===== src/rtl/mult_div_pkg.sv =====
// Shared types and constants for the HI/LO mult/div sequencer.
// The TMO state exists only when MULT_DIV_TIMEOUT_EN is defined.
package mult_div_pkg;

    localparam int   MD_TIMEOUT = 64;
    localparam logic MD_OP_MULT = 1'b0;
    localparam logic MD_OP_DIV  = 1'b1;

    typedef enum logic [2:0] {
        MD_IDLE   = 3'd0,
        MD_LAUNCH = 3'd1,
        MD_WAIT   = 3'd2,
        MD_COMMIT = 3'd3,
        MD_EXC    = 3'd4
`ifdef MULT_DIV_TIMEOUT_EN
        ,
        MD_TMO    = 3'd5
`endif
    } md_state_t;

endpackage


===== src/rtl/md_wait_counter.sv =====
// Clearable, saturating up-counter that flags when it holds LIMIT-1.
// Only instantiated when MULT_DIV_TIMEOUT_EN is defined.
module md_wait_counter
    import mult_div_pkg::*;
#(
    parameter int LIMIT = MD_TIMEOUT
) (
    input  logic clk,
    input  logic reset,
    input  logic clr,
    input  logic en,
    output logic terminal
);

    localparam int CW = (LIMIT > 1) ? $clog2(LIMIT) : 1;

    logic [CW-1:0] count;

    assign terminal = (count == CW'(LIMIT - 1));

    // Holds at LIMIT-1 so terminal stays asserted until cleared.
    always_ff @(posedge clk or negedge reset) begin
        if (!reset) begin
            count <= '0;
        end else if (clr) begin
            count <= '0;
        end else if (en && !terminal) begin
            count <= count + 1'b1;
        end
    end

endmodule


===== src/rtl/mult_div_ctrl.sv =====
// Sequencer owning the HI/LO write path for the multiplier and divider.
// Optional WAIT timeout enabled by defining MULT_DIV_TIMEOUT_EN.
//
// state  | meaning
// IDLE   | ready for a request
// LAUNCH | pulse the selected engine start, or divert to EXC on div-by-zero
// WAIT   | wait for the selected engine's ready, capture its result
// COMMIT | write captured result to HI/LO, pulse done
// EXC    | divide-by-zero exception pulse with done
// TMO    | engine never answered, timeout pulse with done
module mult_div_ctrl
    import mult_div_pkg::*;
#(
    parameter int WIDTH   = 32,
    parameter int TIMEOUT = MD_TIMEOUT
) (
    input  logic             clk,
    input  logic             reset,
    input  logic             req_valid,
    input  logic             req_op,
    input  logic [WIDTH-1:0] req_b,
    output logic             req_ready,
    input  logic             flush,
    output logic             mult_start,
    output logic             div_start,
    input  logic             mult_ready,
    input  logic             div_ready,
    input  logic [WIDTH-1:0] mult_hi,
    input  logic [WIDTH-1:0] mult_lo,
    input  logic [WIDTH-1:0] div_hi,
    input  logic [WIDTH-1:0] div_lo,
    output logic [WIDTH-1:0] hi_in,
    output logic [WIDTH-1:0] lo_in,
    output logic             hi_wr,
    output logic             lo_wr,
    output logic             done,
    output logic             div_zero_exc,
    output logic             timeout_err,
    output logic             busy
);

    if (TIMEOUT < 2 || TIMEOUT > 1024) begin : g_bad_timeout
        $error("mult_div_ctrl: TIMEOUT must be within 2..1024");
    end

    md_state_t        state, state_nxt;
    logic             op_q;
    logic             b_zero_q;
    logic [WIDTH-1:0] res_hi_q;
    logic [WIDTH-1:0] res_lo_q;
    logic             sel_ready;
    logic             wait_term;

    assign sel_ready = (op_q == MD_OP_DIV) ? div_ready : mult_ready;

`ifdef MULT_DIV_TIMEOUT_EN
    md_wait_counter #(
        .LIMIT (TIMEOUT)
    ) u_wait_counter (
        .clk      (clk),
        .reset    (reset),
        .clr      (state == MD_LAUNCH),
        .en       (state == MD_WAIT),
        .terminal (wait_term)
    );
`else
    assign wait_term = 1'b0;
`endif

    always_ff @(posedge clk or negedge reset) begin
        if (!reset) begin
            state <= MD_IDLE;
        end else begin
            state <= state_nxt;
        end
    end

    always_comb begin
        state_nxt = state;
        unique case (state)
            MD_IDLE:   if (req_valid) state_nxt = MD_LAUNCH;
            MD_LAUNCH: state_nxt = (op_q == MD_OP_DIV && b_zero_q) ? MD_EXC : MD_WAIT;
            MD_WAIT: begin
                if (sel_ready) begin
                    state_nxt = MD_COMMIT;
`ifdef MULT_DIV_TIMEOUT_EN
                end else if (wait_term) begin
                    state_nxt = MD_TMO;
`endif
                end
            end
            default:   state_nxt = MD_IDLE;
        endcase
        if (flush) state_nxt = MD_IDLE;
    end

    // Flush is the only input allowed to gate outputs: it must kill this cycle's pulse.
    always_comb begin
        req_ready    = (state == MD_IDLE);
        busy         = (state != MD_IDLE);
        mult_start   = 1'b0;
        div_start    = 1'b0;
        hi_wr        = 1'b0;
        lo_wr        = 1'b0;
        done         = 1'b0;
        div_zero_exc = 1'b0;
        timeout_err  = 1'b0;
        if (!flush) begin
            unique case (state)
                MD_LAUNCH: begin
                    if (op_q == MD_OP_MULT) mult_start = 1'b1;
                    else if (!b_zero_q)     div_start  = 1'b1;
                end
                MD_COMMIT: begin
                    hi_wr = 1'b1;
                    lo_wr = 1'b1;
                    done  = 1'b1;
                end
                MD_EXC: begin
                    div_zero_exc = 1'b1;
                    done         = 1'b1;
                end
`ifdef MULT_DIV_TIMEOUT_EN
                MD_TMO: begin
                    timeout_err = 1'b1;
                    done        = 1'b1;
                end
`endif
                default: ;
            endcase
        end
    end

    always_ff @(posedge clk or negedge reset) begin
        if (!reset) begin
            op_q     <= MD_OP_MULT;
            b_zero_q <= 1'b0;
            res_hi_q <= '0;
            res_lo_q <= '0;
        end else begin
            if (state == MD_IDLE && req_valid) begin
                op_q     <= req_op;
                b_zero_q <= (req_b == '0);
            end
            if (state == MD_WAIT && sel_ready) begin
                res_hi_q <= (op_q == MD_OP_DIV) ? div_hi : mult_hi;
                res_lo_q <= (op_q == MD_OP_DIV) ? div_lo : mult_lo;
            end
        end
    end

    assign hi_in = res_hi_q;
    assign lo_in = res_lo_q;

    logic unused_ok;
    assign unused_ok = wait_term;

endmodule

===== config.mk =====
export PLATFORM = sky130hd
export DESIGN_NAME = mult_div_ctrl
export DESIGN_NICKNAME = d
export VERILOG_FILES = /design/src/rtl/mult_div_pkg.sv /design/src/rtl/md_wait_counter.sv /design/src/rtl/mult_div_ctrl.sv
export SDC_FILE = /design/constraint.sdc
export NUM_CORES = 1
export LEC_CHECK = 0
export BUFFER_PORTS_ARGS = -buffer_cell sky130_fd_sc_hd__buf_2
export CAP_MARGIN = 5
export CORE_MARGIN = 4
export CORE_UTILIZATION = 38
export DETAILED_ROUTE_END_ITERATION = 6
export PLACE_DENSITY = 0.87
export RECOVER_POWER = 25
export SYNTH_ARGS = -nofsm -noshare
export SYNTH_HDL_FRONTEND = slang
export SYNTH_SLANG_ARGS = --single-unit

===== constraint.sdc =====
create_clock -name clk -period 1.6 [get_ports clk]
set_input_delay 0.32 -clock clk [delete_from_list [all_inputs] [get_ports clk]]
set_output_delay 0.32 -clock clk [all_outputs]
set_load 0.02 [all_outputs]

# Yosys cells after proc, flatten, opt, wreduce, memory -nomap -nowiden
# Cells that the tools add are included.
# totals
output_inout_bits	73
memories	0
mem_bits_ro	0
inputBits	167
mem_bits_rw	0
latch_bits	0
regBits	69
# classes
shift	0
n_reduce_logical	8
magnitude_cmp	0
addsub	0
div_mod_pow	0
bitwise	0
n_eq_ne	6
n_mul	0
n_mux	21
# op_table
cell	count
two-way mux 32 bit	2
zero test 32 bit	1
two-way mux 1 bit	14
two-way mux 3 bit	4
one-hot mux 3 bit (3 select lines)	1
equality test 3 x 2 -> 1 bit (second input constant)	2
equality test 3 x 1 -> 1 bit (second input constant)	1
equality test 3 bit (second input constant)	1
logical AND 1 bit	3
zero test 3 bit	1
!= test 3 x 2 -> 1 bit (second input constant)	1
!= test 3 bit (second input constant)	1
nonzero test 3 bit	1
AND reduction 2 bit	1
OR reduction 2 bit	1

# Logic depth before layout (Yosys ltp)
# depth
depth_word	4
depth_mapped	6

# Worst setup path before layout
# No wires, ideal clock.
# synth_path
path_kind	reg-to-output
start	register state[1]
end	output done
required_time_ns	1.280
t_arrival_ns	1.529
path_slack_ns	-0.249
n_path_buf	0
stages_incl_launch_ff	3
path_cell_list	dfrtp_1 nor4b_1 or2_2
# synth_between
elab_chain_cells	4
# synth_lines
item	line_no	text
start: declaration	mult_div_ctrl.sv:46	md_state_t state, state_nxt;
start signal: assignment	mult_div_ctrl.sv:74	state <= state_nxt;
equality test 3 bit / equality test 3 x 2 -> 1 bit (equally long branches)	mult_div_ctrl.sv:109	unique case (state)
OR reduction 2 bit (no source line) (*)	n/a	
two-way mux 1 bit (*)	mult_div_ctrl.sv:109	
two-way mux 1 bit (*)	mult_div_ctrl.sv:108	if (!flush) begin
end: declaration	mult_div_ctrl.sv:36	output logic done,
# Every way passes the cells marked *; elsewhere a longest branch is shown, timed or not.

# Worst setup path in the final report
# layout_path
start	register state[0]
end	register res_lo_q[0] (netlist: lo_in[0])
# layout_between
elab_chain_cells	2
# layout_lines
item	line_no	text
equality test 3 x 2 -> 1 bit	mult_div_ctrl.sv:145	if (state == MD_WAIT && sel_ready) begin
logical AND 1 bit	mult_div_ctrl.sv:145	
end signal: assignment	mult_div_ctrl.sv:147	res_lo_q <= (op_q == MD_OP_DIV) ? div_lo : mult_lo;
end: declaration	mult_div_ctrl.sv:50	logic [WIDTH-1:0] res_lo_q;
# Every way passes these cells.
# A chain may end at the register's enable or synchronous reset.

==> summary.txt <==
Outcome
  • Outcome: complete, but fails checks
  • Failing checks: setup timing

GRT
  • Number of global-route vias before repair: 3,273
  • GRT Total Usage: 0.184
  • Initial antenna violation count: 0
  • Grt total ovfl: 0
  • Largest net degree at the start of global routing: 70
  • First-pass GRT wire length: 16.1 mm

Timing
  • Minimum clock period: 1810 ps
  • Final Hold Viols: 0
  • Slew Viols, Final: 0
  • Worst slew pin tran: 934 ps
  • Setup ws final: -210 ps
  • RSZ-0062 raised after global routing: yes
  • Final setup vio count: 71
  • Fmax: 552 MHz
  • Final Skew: 5.38 ps
  • Slew headroom: 0.378
  • Period utilization: 1.13

Detailed routing
  • Vias: 3,035
  • Routed WL: 10.8 mm
  • DRC viols: 0
  • Routed length per instance: 17.4 um
  • Antenna Nets Post-Route: 0
  • DR pass1 iterations: 4
  • Iter 0 DRT Violations: 78
  • Via density per instance: 4.92

Synthesis
  • Synth Flop Type: dfrtp_1
  • Mapped cell area: 3500 um^2
  • Synth cell types: 28
  • Post-synth ARST share: 1.00
  • Post-synth net total: 413
  • #FFs+latches synth: 69
  • Post-synth EDFFs: 0
  • Ys Warns: 0
  • Syn_area_per_cell: 14.2 um^2
  • Syn Inst Count: 246
  • Seq/Total Area, Yosys: 0.493

Cells and area
  • Commonest cells after routing, fill and taps aside: 230 x buf_2, 68 x dfrtp_1, 65 x mux2_2, 64 x mux2_4
  • Nets: 673
  • Commonest non-fill, non-tap cell in the layout: buf_2
  • Final Core Density: 0.632
  • Antenna diodes: 0
  • Area Overhead vs Synth: 59.6%
  • Ratio of cells with drive above 1 in the final layout: 0.815

CTS
  • Sink Count: 69
  • Clock root cell: clkbuf_8
  • TritonCTS buffer count: 9
  • Clock Pin Slew Worst Setup and Hold Paths: 70 ps
  • H-tree levels: 3
  • # hold bufs at CTS: 0
  • CTS Buffer Depth: 2
  • Worst skew pair latency: 320 ps
  • CTS tree: done

Worst setup path
  • CP arrival: 2020 ps
  • Worst EP required: 1810 ps
  • CP endpoint kind: flip-flop
  • Kind of critical path: reg2reg
  • Crit-path max FO: 8
  • Crit start category: flip-flop

Floorplanning
  • Die Y: 104 um
  • # rows: 34
  • DIE AREA: 10,800 um^2
  • Core box area: 8850 um^2
  • Die X: 104 um
  • Io pins: 240
  • Initial cell density of the core: 0.396

Place
  • Post-detail-place hpwl: 7.27 mm
  • Routability cong.: 0.749
  • Port buffer count: 238

Worst hold path
  • Hold Path Class: in2async

Power
  • Maximum vdd drop: 0.857 mV
  • Tot Pwr: 0.00857 W
  • LEAKAGE: 2.83 nW
  • Power Dens Cells: 1530 nW/um^2

Run
  • Max-cap viol count: 0
cell families after synthesis:
group                  after synthesis  synth area share
other                                1           0.00107
multiplexers                       130             0.418
buffers and inverters               17            0.0339
AO/OA/AOI/OAI                        3           0.00572
AND/OR/NAND/NOR                     26            0.0486
flip-flops                          69             0.493
synthesized netlist by cell type, drive strengths merged, types with 2 or more instances:
master  count  area share
dfrtp      69        0.49
clkbuf      5      0.0054
nor3        2      0.0061
mux2      129        0.41
nand4       2      0.0036
buf        11       0.028
nand3b      2      0.0043
nor4        8       0.014
nand2       2      0.0021
nor2        3      0.0032
stage by stage:
step | hold slack, ps | setup slack, ps | setup TNS (ps) | cell area [um^2] | std cells
after CTS | 5.12 | -202 | -9870 | 5380 | 613
final | 214 | -210 | -11000 | 5590 | 617
after floorplan | 24.4 | -106 | -6290 | 3520 | 246
after global routing | 215 | -289 | -14970 | 5590 | 617
after detailed placement | 370 | -77.9 | -3170 | 4890 | 590
after global placement | 367 | 5.92 | 0 | 4890 | 590
report_power, final:
part	total [W]	leakage [nW]	internal [W]	switching [W]
logic	0.00432	1.92	0.00222	0.00210
clock network	0.00122	0.0881	0.000626	0.000589
registers	0.00303	0.831	0.00257	0.000455
path summary, 6_finish.rpt:
path                            from        end  slack (ps)  depth (start not counted)
max in group asynchronous      reset       op_q         710                          2
min reg2reg                hi_in[28]  hi_in[28]         510                          1
min                            reset  hi_in[27]         210                          2
max reg2reg                 state[0]   lo_in[0]        -210                          6
max                         state[0]   lo_in[0]        -210                          6
min in group clk              req_op       op_q         230                          2
registers in the layout, summed over array words and instances (netlist names):
name,count
state,3
b_zero_q,1
lo_in,32
op_q,1
hi_in,32
layout make-up:
type / count / area [um^2]
well taps: 108 / 135
clock inverters: 2 / 10.0
inverters: 1 / 3.75
repair buffers: 265 / 1620
multi-input cells: 160 / 1940
fillers: 687 / 3260
clock buffers: 12 / 155
flip-flops and latches: 69 / 1730
worst max-delay path, cell delays in order, from the launching register on:
cell	delay (ps)
dfrtp_1	410
buf_6	130
or2b_1	260
nor3_4	210
buf_6	190
clkbuf_16	180
mux2_4	300
layer usage:
metal,track usage,vias to the layer above,wire (um)
li1,-,1420,-
met4,0.0570,0,171
met1,0.195,1453,4040
met2,0.343,145,5710
met5,0,-,0
met3,0.0615,17,833
what timing repair did:
item / in CTS / in global routing
resized for setup: 56 / 39
pin swaps: 3 / 2
setup buffers: 6 / 1
cloned: 3 / 4
endpoints found under the setup margin: 72 / 73
(Power assumes the default switching activity.)
